[src/rtl/mmio_bridge.sv]
`default_nettype none
// ============================================================================
// Module   : mmio_bridge
// Purpose  : Data-memory bridge between a processor memory stage, a
//            synchronous data RAM and a small MMIO block (LEDs, switches,
//            32-bit compare timer, bus-error status).
// Ports    : clock/reset    - master clock, async active-high reset
//            address_dmem   - processor word address
//            data, wren     - store data / store strobe
//            q_dmem         - load data, one clock after the address
//            ram_addr/ram_wdata/ram_wren/ram_q - data RAM port
//            switches, leds - board I/O
//            timer_irq      - timer interrupt level
// Revision : 1.0 - initial release
// ============================================================================
module mmio_bridge (
    input  logic        clock,
    input  logic        reset,
    input  logic [31:0] address_dmem,
    input  logic [31:0] data,
    input  logic        wren,
    output logic [31:0] q_dmem,
    output logic [11:0] ram_addr,
    output logic [31:0] ram_wdata,
    output logic        ram_wren,
    input  logic [31:0] ram_q,
    input  logic [15:0] switches,
    output logic [15:0] leds,
    output logic        timer_irq
);

    localparam logic [1:0] c_sel_ram  = 2'd0;
    localparam logic [1:0] c_sel_mmio = 2'd1;
    localparam logic [1:0] c_sel_none = 2'd2;

    localparam logic [3:0] c_off_led    = 4'd0;
    localparam logic [3:0] c_off_sw     = 4'd1;
    localparam logic [3:0] c_off_tcount = 4'd2;
    localparam logic [3:0] c_off_tcmp   = 4'd3;
    localparam logic [3:0] c_off_tctrl  = 4'd4;
    localparam logic [3:0] c_off_status = 4'd5;

    // Registered state
    logic [1:0]  r_sel;
    logic [31:0] r_mmio_rdata;
    logic [15:0] r_leds;
    logic [15:0] r_sw_meta;
    logic [15:0] r_sw_sync;
    logic [31:0] r_tcount;
    logic [31:0] r_tcmp;
    logic        r_ten;
    logic        r_tar;
    logic        r_tflag;
    logic        r_tie;
    logic        r_bus_err;

    // Address decode
    logic        w_ram_hit;
    logic        w_mmio_hit;
    logic        w_unmapped;
    logic [3:0]  w_off;
    logic        w_wr_led;
    logic        w_wr_tcmp;
    logic        w_wr_tctrl;
    logic        w_match;
    logic [31:0] w_mmio_rdata;

    assign w_ram_hit  = (address_dmem[31:12] == 20'd0);
    assign w_mmio_hit = (address_dmem[31:4] == 28'hFFF_FFFF);
    assign w_unmapped = !w_ram_hit && !w_mmio_hit;
    assign w_off      = address_dmem[3:0];

    assign w_wr_led   = wren && w_mmio_hit && (w_off == c_off_led);
    assign w_wr_tcmp  = wren && w_mmio_hit && (w_off == c_off_tcmp);
    assign w_wr_tctrl = wren && w_mmio_hit && (w_off == c_off_tctrl);

    // RAM port is a pure pass-through; only the write strobe is gated.
    assign ram_addr  = address_dmem[11:0];
    assign ram_wdata = data;
    assign ram_wren  = wren && w_ram_hit;

    // Match uses the current (pre-write) compare value.
    assign w_match = r_ten && (r_tcount == r_tcmp);

    // MMIO read mux on current register values, so a same-edge write is
    // not visible in the returned data.
    always_comb begin
        w_mmio_rdata = 32'd0;
        case (w_off)
            c_off_led:    w_mmio_rdata = {16'd0, r_leds};
            c_off_sw:     w_mmio_rdata = {16'd0, r_sw_sync};
            c_off_tcount: w_mmio_rdata = r_tcount;
            c_off_tcmp:   w_mmio_rdata = r_tcmp;
            c_off_tctrl:  w_mmio_rdata = {28'd0, r_tie, r_tflag, r_tar, r_ten};
            c_off_status: w_mmio_rdata = {31'd0, r_bus_err};
            default:      w_mmio_rdata = 32'd0;
        endcase
    end

    always_ff @(posedge clock or posedge reset) begin
        if (reset) begin
            r_sel        <= c_sel_ram;
            r_mmio_rdata <= 32'd0;
            r_leds       <= 16'd0;
            r_sw_meta    <= 16'd0;
            r_sw_sync    <= 16'd0;
            r_tcount     <= 32'd0;
            r_tcmp       <= 32'hFFFF_FFFF;
            r_ten        <= 1'b0;
            r_tar        <= 1'b0;
            r_tflag      <= 1'b0;
            r_tie        <= 1'b0;
            r_bus_err    <= 1'b0;
        end else begin
            r_sw_meta <= switches;
            r_sw_sync <= r_sw_meta;

            if (w_ram_hit)
                r_sel <= c_sel_ram;
            else if (w_mmio_hit)
                r_sel <= c_sel_mmio;
            else
                r_sel <= c_sel_none;

            r_mmio_rdata <= w_mmio_rdata;

            if (w_unmapped)
                r_bus_err <= 1'b1;

            if (w_wr_led)
                r_leds <= data[15:0];

            if (w_wr_tcmp)
                r_tcmp <= data;

            // Counter: on a match either reload to zero or freeze.
            if (r_ten) begin
                if (w_match) begin
                    if (r_tar)
                        r_tcount <= 32'd0;
                end else begin
                    r_tcount <= r_tcount + 32'd1;
                end
            end

            // A software write to TCTRL overrides the one-shot auto-disable.
            if (w_wr_tctrl)
                r_ten <= data[0];
            else if (w_match && !r_tar)
                r_ten <= 1'b0;

            if (w_wr_tctrl) begin
                r_tar <= data[1];
                r_tie <= data[3];
            end

            // Set beats write-one-to-clear on the same edge.
            if (w_match)
                r_tflag <= 1'b1;
            else if (w_wr_tctrl && data[2])
                r_tflag <= 1'b0;
        end
    end

    assign leds      = r_leds;
    assign timer_irq = r_tflag && r_tie;

    always_comb begin
        q_dmem = 32'd0;
        case (r_sel)
            c_sel_ram:  q_dmem = ram_q;
            c_sel_mmio: q_dmem = r_mmio_rdata;
            default:    q_dmem = 32'd0;
        endcase
    end

endmodule
`default_nettype wire

[config.mk]
export PLATFORM = sky130hd
export DESIGN_NAME = mmio_bridge
export DESIGN_NICKNAME = d
export VERILOG_FILES = /design/src/rtl/mmio_bridge.sv
export SDC_FILE = /design/constraint.sdc
export NUM_CORES = 1
export LEC_CHECK = 0
export CAP_MARGIN = 20
export CORE_AREA = 2 2 127 129
export CTS_CLUSTER_SIZE = 8
export DETAILED_ROUTE_END_ITERATION = 12
export DIE_AREA = 0 0 129 131
export PLACE_DENSITY = 0.87
export SLEW_MARGIN = 20
export SYNTH_ARGS = -nofsm -noshare
export SYNTH_HDL_FRONTEND = slang
export SYNTH_SLANG_ARGS = --single-unit
[constraint.sdc]
create_clock -name clock -period 7.15 [get_ports clock]
set_clock_uncertainty 0.05 [all_clocks]
set_input_delay 1.43 -clock clock [delete_from_list [all_inputs] [get_ports clock]]
set_output_delay 1.43 -clock clock [all_outputs]
set_load 0.01 [all_outputs]
==> impl_metrics.py <==
metrics = {
    "worst_setup_path": {
        "cp_num_buf_inv": 2,
        "crit_required_ns": 5.67,
        "rr_worst_depth": 4,
        "critical_path.max_stage_delay_ns": 0.55,
        "crit_family": "buffers and inverters",
        "cp_max_fo": 2,
        "crit_slowest_cell": "clkdlybuf4s50_1",
        "start_kind": "primary input",
        "path_cells": "clkdlybuf4s50_1 -> nor4_1 -> and3_1 -> nand3_1 -> nor2_1 -> clkdlybuf4s50_1",
        "crit_top_cell": "clkdlybuf4s50_1",
        "arrival_ns": 3.05,
        "path_class": "primary input to primary output",
        "rrSetupSlack_ns": 4.09,
        "endpoint_kind": "primary output",
        "cp.depth": 6,
    },
    "power": {
        "irDropWorstVdd_mv": 0.198,
        "p_leak_nw": 4.27,
        "p_per_area_nw_per_um2": 191,
    },
    "floorplanning": {
        "fp-row-count": 46,
        "core-area_um2": 15600,
        "dieHeight_um": 131,
        "io-pin-count": 209,
        "dieArea_um2": 16900,
        "start_util_pct": 48.1,
        "die_width_um": 129,
    },
    "drt": {
        "vias": 5875,
        "ant_nets": 0,
        "routed_via_density": 5.65,
        "firstDrtPassIters": 5,
        "route.detailed.drc": 0,
        "drt_iter0_markers": 427,
        "finalWirelength_um": 19100,
        "wl_per_cell_um": 18.4,
    },
    "cells_and_area": {
        "final_nets": 927,
        "drive_gt1_share_pct": 15.5,
        "fill_cells": 1218,
        "finalInstanceArea_um2": 9970,
        "syn2layout_area_growth_pct": 32.9,
        "stdcell_count": 1040,
        "ff_latch_area_um2": 3820,
        "multi_input_area_um2": 3130,
        "num_antenna_cells": 0,
    },
    "clock_tree": {
        "numCtsBuffers": 17,
        "cts.sinks": 151,
        "cts-root-buf": "clkbuf_16",
        "clkTransAtPathRegs_ns": 0.05,
        "cts_tree": "yes",
        "cts.repair.resized": 0,
        "post-cts-setup-buffers": 0,
        "clock_path_buffers": 2,
        "postCtsHoldBufs": 0,
        "h-tree-depth": 4,
        "worst_skew_pair.late_latency_ns": 0.43,
    },
    "sta": {
        "rsz0062_at_grt": "no",
        "setup_viol": 0,
        "holdWs_ns": 0.298,
        "layout_min_cycle_time_ns": 4.53,
        "tightest_slew_ns": 0.986,
        "finalHoldViolCount": 0,
        "fin_setup_tns_ns": 0,
        "max_freq_mhz": 221,
        "min_period_over_period_pct": 63.4,
        "slew_headroom_pct": 34.1,
        "final_max_slew_viol_count": 0,
    },
    "synth": {
        "synth_warnings": 0,
        "synthesis.area_um2": 7500,
        "synth_top_area_cell": "dfrtp_1",
        "synth_top_area_share_pct": 39.7,
        "ys_ff_latch": 151,
        "avgSynthCellArea_um2": 11.2,
        "ys_types": 52,
        "netlist_instances": 667,
        "async_flop_share_pct": 100,
        "synth-edff-count": 0,
        "synth_ff_type": "dfrtp_1",
        "ys_top_cells_by_area": "dfrtp_1, dfstp_2, mux2_2, mux2i_1, buf_4",
        "synth_fp_nets": 783,
        "yosysSeqAreaShare_pct": 50.9,
    },
    "grt": {
        "grt_pass1_vias": 5785,
        "grtUsageTotal_pct": 23.1,
        "antenna_found_initial": 0,
        "grt_max_degree": 83,
        "grt_pass1_wl_um": 29900,
        "grt_remaining_overflow": 0,
    },
    "placement": {
        "dp_cells": 1008,
        "place_area_um2": 9380,
        "finalWeightedCongestion": 0.897,
        "numPortBuffers": 208,
        "dp_hpwl_um": 13800,
    },
    "hold_path": {
        "hold_depth": 0,
        "hp-class": "flop to flop",
    },
    "outcome": {
        "status": "finished, final reports clean",
    },
    "job": {
        "maxCapViolCount": 0,
    },
}
## layout by cell type (no fill, tap or decap), types with 4 or more instances in the layout
master           instances
a22o_1                  34
a22oi_1                 28
and3_1                   7
and4_1                   5
buf_4                    6
clkbuf_1                 4
clkbuf_16               17
clkdlybuf4s50_1        208
clkinvlp_4               4
dfrtp_1                117
dfstp_2                 32
inv_1                    6
mux2_2                  47
mux2i_1                 39
nand2_1                 41
nand3_1                 15
nand4_1                 15
nor2_1                  40
nor3_1                   8
nor4_1                  24
o21ai_0                 16
o22ai_1                  4
o2bb2ai_1               12
o31ai_1                 13
xor2_1                  31
## sequential cells by signal (all words and copies together) (netlist names)
register      flops
leds             16
r_bus_err         1
r_mmio_rdata     32
r_sel             2
r_sw_meta        16
r_sw_sync        16
r_tar             1
r_tcmp           32
r_tcount         32
r_ten             1
r_tflag           1
r_tie             1
## kinds of logic (layout without fill, tap and decap cells)
| kind of cell | after synthesis | count (layout) | synth area share (%) |
|---|---|---|---|
| flip-flops | 151 | 151 | 50.9 |
| AND/OR/NAND/NOR | 175 | 175 | 12.3 |
| buffers and inverters | 97 | 254 | 7.64 |
| adder cells (fa/ha/maj) | 1 | 1 | 0.167 |
| AO/OA/AOI/OAI | 125 | 125 | 13.0 |
| XOR/XNOR | 32 | 32 | 3.74 |
| multiplexers | 86 | 86 | 12.3 |
## where the power goes
group	internal [mW]	switching (mW)
Sequential	0.867	0.00357
Clock	0.549	0.347
Combinational	0.0824	0.0554
Total	1.50	0.405
## metal layers
metal	wire length [µm]	GRT usage, %	vias to the layer above	part of all wire [%]
met5	0	0	-	0
met4	258	7.23	0	1.4
met3	1310	5.33	28	6.8
met2	9290	37.8	244	49
met1	8240	31.0	2883	43
li1	-	-	2720	-
## per-stage QoR
step | util [%] | power [mW] | setup slack, ns
4_1_cts | 63.9 | 1.92 | 2.64
5_1_grt | 63.9 | 1.96 | 2.44
6_report | 63.9 | 1.90 | 2.62
3_3_place_gp | 60.1 | 1.02 | 2.64
2_1_floorplan | - | 0.934 | 1.66
3_5_place_dp | 60.1 | 1.02 | 2.65
## cell type report
type                    instances  share of cell area (%)
flip-flops and latches        151                    38.3
clock buffers                  21                    4.42
multi-input cells             419                    31.4
inverters                       8                   0.351
well taps                     216                    2.71
repair buffers                214                    21.3
clock inverters                11                    1.52
## cells in the mapped netlist (16+ instances only)
cell and n:
dfrtp_1 119, dfstp_2 32, clkbuf_1 27, a22o_1 34, buf_4 49, mux2i_1 39
nand2_1 41, nor2_1 42, nor4_1 24, mux2_2 47, xor2_1 31, a22oi_1 28
o21ai_0 16
## worst paths after layout
| path | start | end |
|---|---|---|
| max in group asynchronous | reset | r_tcount[17]$_DFFE_PP0P_ |
| setup / recovery | address_dmem[23] | ram_wren |
| min in group asynchronous | reset | r_mmio_rdata[4]$_DFF_PP0_ |
| hold / removal | r_sw_meta[5]$_DFF_PP0_ | r_sw_sync[5]$_DFF_PP0_ |
| hold reg to reg | r_sw_meta[5]$_DFF_PP0_ | r_sw_sync[5]$_DFF_PP0_ |
| setup reg to reg | r_ten$_DFFE_PP0P_ | r_tcount[4]$_DFFE_PP0P_ |
No activity file was read; power rests on OpenSTA's default activity.
==> RTL edit 1 (config.mk and constraints unchanged) <==
`r_mmio_rdata` no longer has a reset.
--- a/src/rtl/mmio_bridge.sv
+++ b/src/rtl/mmio_bridge.sv
@@ -102,3 +102,2 @@
             r_sel        <= c_sel_ram;
-            r_mmio_rdata <= 32'd0;
             r_leds       <= 16'd0;
@@ -124,3 +123,2 @@
 
-            r_mmio_rdata <= w_mmio_rdata;
 
@@ -164,2 +162,6 @@
 
+    always_ff @(posedge clock) begin
+        r_mmio_rdata <= w_mmio_rdata;
+    end
+
     assign leds      = r_leds;
Formal check against the unedited RTL: no difference found for any inputs over 4 cycles, from zero or initial values and one cycle with reset high; that may be too few to reach the edited logic, so the function may still have changed.
==> RTL edit 1 against the unedited design <==
Wire length grew 6.7%; sequential cell count is the same; sequential share of layout area shrank 0.91 points; total power fell by 0.76%; synthesized area fell by 2.0%; worst setup slack got worse by 76 ps; final area decreased by 1.9%.
==> RTL edit 1: results (changes against the unedited design) <==
headroom to the max-slew limit - 24.9% (-9.2 points)
crit path DAT - 3130 ps (+80 ps)
Worst Min Path Start - r_sw_meta[11]$_DFF_PP0_
number of cell instances on the worst register-to-register path - 4 (unchanged)
synthesized area per cell - 10.9 µm² (-2.7%)
final-stage net count - 930 (+0.32%)
Via density - 5.73 (+1.4%)
post-DP HPWL - 14,200 µm (+2.9%)
worst r2r src - r_ten$_DFFE_PP0P_
ranking of synthesized cells by area - sky130_fd_sc_hd__dfrtp_1, sky130_fd_sc_hd__dfstp_2, sky130_fd_sc_hd__dfxtp_1, sky130_fd_sc_hd__mux2_2, sky130_fd_sc_hd__mux2i_1
detail-routed net length per standard cell - 19.5 µm (+6.4%)
commonest cells in the netlist - sky130_fd_sc_hd__dfrtp_1, sky130_fd_sc_hd__nand2_1, sky130_fd_sc_hd__mux2_2
proportion of register bits with asynchronous set or reset after synthesis - 78.8% (-21 points)
end point of the most critical hold path - r_sw_sync[11]$_DFF_PP0_
Die Outline Area - 16,900 µm² (unchanged)
worst setup timing slack at the placement stage - 2570 ps (-78.1 ps)
GP Congestion - 0.959 (+6.9%)
R2R Path End - r_tcount[25]$_DFFE_PP0P_
endpoint of the most critical setup path - ram_wren
antenna cells - 0 (unchanged)
outcome - completed
post-placement cell count - 1,011 (+0.30%)
clock slew seen by the registers of the worst setup and hold paths - 70 ps (+20 ps)
number of H-tree levels - 4 (unchanged)
vias after detailed routing - 5,975 (+1.7%)
leakage - 0.00407 µW (-4.8%)
buffer depth of the longest clock path - 2 (unchanged)
initial DRC count - 764 (+79%)
number of setup buffers added after CTS - 0 (unchanged)
layout cells sized above 1 - 16.6% (+1.0 points)
register-to-register setup slack - 4260 ps (+170 ps)
Total GRT Usage - 24.6% (+1.4 points)
total nets after synthesis - 788 (+0.64%)
1st-pass router iterations - 8 (+3)
number of global-route vias before repair - 5,570 (-3.7%)
number of distinct library cells after synthesis - 49 (-5.8%)
sequential area share after synthesis - 49.8% (-1.1 points)
maximum fanout encountered on the critical timing path - 2 (unchanged)
insertion delay of the later-clocked pin in the worst-skew pair - 430 ps (about the same)
Worst VDD drop - 0.164 mV (-17%)
largest net degree at the start of global routing - 74 (-11%)
global-route wire length before repair - 31,300 µm (+4.6%)
number of buffers created by CTS - 17 (unchanged)
number of buffer cells added on primary ports - 208 (unchanged)
highest attainable clock frequency - 217 MHz (-1.6%)
-- RTL edit 1: power by group --
part           internal [µW]  total, µW  switching (µW)
Combinational           82.3        138            55.7
Sequential               863        866            3.06
Clock                    472        885             413
-- RTL edit 1: metrics by stage --
step	cell area [µm²]	hold WS, ps	util, %
after CTS	9780	300	62.7
after floorplan	7350	281	-
after detailed placement	9190	285	58.9
final	9780	299	62.7
after global routing	9780	303	62.7
after global placement	9190	282	58.9
-- RTL edit 1: final cells by class --
| class | instances | area (µm²) |
|---|---|---|
| flip-flops and latches | 151 | 3660 |
| clock buffers | 17 | 425 |
| well taps | 216 | 270 |
| repair buffers | 213 | 2120 |
| clock inverters | 15 | 169 |
| inverters | 10 | 40.0 |
| fillers | 1187 | 5810 |
| multi-input cells | 421 | 3100 |
-- RTL edit 1: worst max-delay path, stage by stage --
cell                              delay, ps
sky130_fd_sc_hd__clkdlybuf4s50_1        450
sky130_fd_sc_hd__nor4_1                 290
sky130_fd_sc_hd__and3_1                 210
sky130_fd_sc_hd__nand3_1                 90
sky130_fd_sc_hd__nor2_1                 110
sky130_fd_sc_hd__clkdlybuf4s50_1        550
-- RTL edit 1: cell families (layout without fill, tap and decap cells) --
logic type               count (synthesis)  count (layout)  synth area share, %
flip-flops                             151             151                 49.8
XOR/XNOR                                32              32                 3.81
adder cells (fa/ha/maj)                  1               1                0.170
AND/OR/NAND/NOR                        198             198                 13.7
buffers and inverters                  100             255                 8.20
AO/OA/AOI/OAI                           97              97                 10.8
multiplexers                            93              93                 13.5
-- RTL edit 1: layer usage --
metal / GRT usage, % / up-vias / part of all wire [%]
met4: 8.12 / 0 / 2.2
li1: - / 2693 / -
met2: 38.1 / 360 / 46
met1: 34.4 / 2881 / 43
met5: 0 / - / 0
met3: 5.62 / 41 / 9.2
==> RTL edit 2 (same flow settings) <==
Made on the original files. Add an input register stage for `address_dmem`, `data`, `wren`, `ram_q` and `switches`, without a reset; this delays them by one clock.
--- a/src/rtl/mmio_bridge.sv
+++ b/src/rtl/mmio_bridge.sv
@@ -42,2 +42,16 @@
 
+    logic [31:0] address_dmem_q;
+    logic [31:0] data_q;
+    logic wren_q;
+    logic [31:0] ram_q_q;
+    logic [15:0] switches_q;
+
+    always_ff @(posedge clock) begin
+        address_dmem_q <= address_dmem;
+        data_q         <= data;
+        wren_q         <= wren;
+        ram_q_q        <= ram_q;
+        switches_q     <= switches;
+    end
+
     // Registered state
@@ -67,15 +81,15 @@
 
-    assign w_ram_hit  = (address_dmem[31:12] == 20'd0);
-    assign w_mmio_hit = (address_dmem[31:4] == 28'hFFF_FFFF);
+    assign w_ram_hit  = (address_dmem_q[31:12] == 20'd0);
+    assign w_mmio_hit = (address_dmem_q[31:4] == 28'hFFF_FFFF);
     assign w_unmapped = !w_ram_hit && !w_mmio_hit;
-    assign w_off      = address_dmem[3:0];
+    assign w_off      = address_dmem_q[3:0];
 
-    assign w_wr_led   = wren && w_mmio_hit && (w_off == c_off_led);
-    assign w_wr_tcmp  = wren && w_mmio_hit && (w_off == c_off_tcmp);
-    assign w_wr_tctrl = wren && w_mmio_hit && (w_off == c_off_tctrl);
+    assign w_wr_led   = wren_q && w_mmio_hit && (w_off == c_off_led);
+    assign w_wr_tcmp  = wren_q && w_mmio_hit && (w_off == c_off_tcmp);
+    assign w_wr_tctrl = wren_q && w_mmio_hit && (w_off == c_off_tctrl);
 
     // RAM port is a pure pass-through; only the write strobe is gated.
-    assign ram_addr  = address_dmem[11:0];
-    assign ram_wdata = data;
-    assign ram_wren  = wren && w_ram_hit;
+    assign ram_addr  = address_dmem_q[11:0];
+    assign ram_wdata = data_q;
+    assign ram_wren  = wren_q && w_ram_hit;
 
@@ -114,3 +128,3 @@
         end else begin
-            r_sw_meta <= switches;
+            r_sw_meta <= switches_q;
             r_sw_sync <= r_sw_meta;
@@ -130,6 +144,6 @@
             if (w_wr_led)
-                r_leds <= data[15:0];
+                r_leds <= data_q[15:0];
 
             if (w_wr_tcmp)
-                r_tcmp <= data;
+                r_tcmp <= data_q;
 
@@ -147,3 +161,3 @@
             if (w_wr_tctrl)
-                r_ten <= data[0];
+                r_ten <= data_q[0];
             else if (w_match && !r_tar)
@@ -152,4 +166,4 @@
             if (w_wr_tctrl) begin
-                r_tar <= data[1];
-                r_tie <= data[3];
+                r_tar <= data_q[1];
+                r_tie <= data_q[3];
             end
@@ -159,3 +173,3 @@
                 r_tflag <= 1'b1;
-            else if (w_wr_tctrl && data[2])
+            else if (w_wr_tctrl && data_q[2])
                 r_tflag <= 1'b0;
@@ -170,3 +184,3 @@
         case (r_sel)
-            c_sel_ram:  q_dmem = ram_q;
+            c_sel_ram:  q_dmem = ram_q_q;
             c_sel_mmio: q_dmem = r_mmio_rdata;
Behaviour: not the same (a bounded check fails within 4 cycles, from zero or initial values and one cycle with reset high).
==> RTL edit 2 against the unedited design <==
Maximum frequency grew 15%; total power increased by 74%; combinational power decreased by 4%; synthesized cell count increased by 13%; sequential cell count up 113; clock power grew 82%; sequential power is 79% higher; synthesized area rose by 29%; wire length rose by 36%; final area up 29%; worst setup slack improved by 580 ps; largest power group unchanged.
==> RTL edit 2: results (changes against the unedited design) <==
Worst Min Path Start - switches_q[9]$_DFF_P_
R2R Path End - r_tcount[31]$_DFFE_PP0P_
final-stage net count - 1,061 (+14%)
GP Congestion - 0.897 (about the same)
number of buffers created by CTS - 38 (+21)
Comb power frac - 4.0% (-3.2 points)
end point of the most critical hold path - r_sw_meta[9]$_DFF_PP0_
antenna violations before repair - 2 (+2)
buffer depth of the longest clock path - 3 (+1)
proportion of register bits with asynchronous set or reset after synthesis - 57.2% (-43 points)
detail-routed net length per standard cell - 21.9 µm (+19%)
headroom to the max-slew limit - 28.0% (-6.1 points)
initial DRC count - 694 (+63%)
Total GRT Usage - 31.3% (+8.2 points)
1st-pass router iterations - 6 (+1)
outcome - completed
ranking of synthesized cells by area - sky130_fd_sc_hd__dfrtp_1, sky130_fd_sc_hd__dfxtp_1, sky130_fd_sc_hd__dfstp_2, sky130_fd_sc_hd__mux2_1, sky130_fd_sc_hd__a22o_1
Final Hold Slack - 275 ps (-23.4 ps)
Via density - 5.95 (+5.4%)
# fillers - 795 (-35%)
number of cell instances on the worst register-to-register path - 5 (+1)
met3 wire length - 1830 µm (+40%)
maximum fanout encountered on the critical timing path - 32 (+30)
global-route wire length before repair - 40,200 µm (+34%)
layout cells sized above 1 - 11.5% (-4.0 points)
Sw Share - 21.3% (about the same)
number of distinct library cells after synthesis - 53 (+1.9%)
crit path DAT - 2470 ps (-580 ps)
number of H-tree levels - 2 (-2)
-- RTL edit 2: cell count changes after synthesis, moves of 6 or more --
| cell | before | now |
|---|---|---|
| sky130_fd_sc_hd__buf_4 | 49 | 12 |
| sky130_fd_sc_hd__o2bb2ai_1 | 12 | 2 |
| sky130_fd_sc_hd__nor4_1 | 24 | 15 |
| sky130_fd_sc_hd__a22oi_1 | 28 | 3 |
| sky130_fd_sc_hd__a222oi_1 | 3 | 16 |
| sky130_fd_sc_hd__mux2_2 | 47 | 15 |
| sky130_fd_sc_hd__a22o_1 | 34 | 43 |
| sky130_fd_sc_hd__o21ai_0 | 16 | 8 |
| sky130_fd_sc_hd__mux2_1 | 0 | 42 |
| sky130_fd_sc_hd__dfxtp_1 | 0 | 113 |
| sky130_fd_sc_hd__buf_2 | 8 | 14 |
-- RTL edit 2: per-stage QoR --
stage	setup WS [ps]	cell area [µm²]	utilization (%)	std cells	total power [µW]
global placement	3790	11700	75.3	1121	1710
finish	3200	12800	82.4	1186	3320
CTS	3180	12800	82.4	1186	3330
global route	3120	12800	82.4	1186	3420
detailed placement	3750	11700	75.3	1121	1710
floorplan	1660	9670	-	754	1610
-- RTL edit 2: cell families after synthesis --
| family | share of synthesized area (%) |
|---|---|
| fa+ha+maj | 0.129 |
| flops | 62.9 |
| xor+xnor | 2.90 |
| buf+inv | 3.87 |
| simple gates | 10.6 |
| mux | 10.5 |
| compound gates | 9.11 |
-- RTL edit 2: area by class of cell --
cell class	count	area, µm²	area share, %
tap	216	270	2.10
inverter	6	27.5	0.214
multi-input combinational	421	3240	25.2
timing repair buffer	214	2130	16.6
clock buffer	62	1040	8.10
sequential	264	6080	47.3
clock inverter	3	62.6	0.487
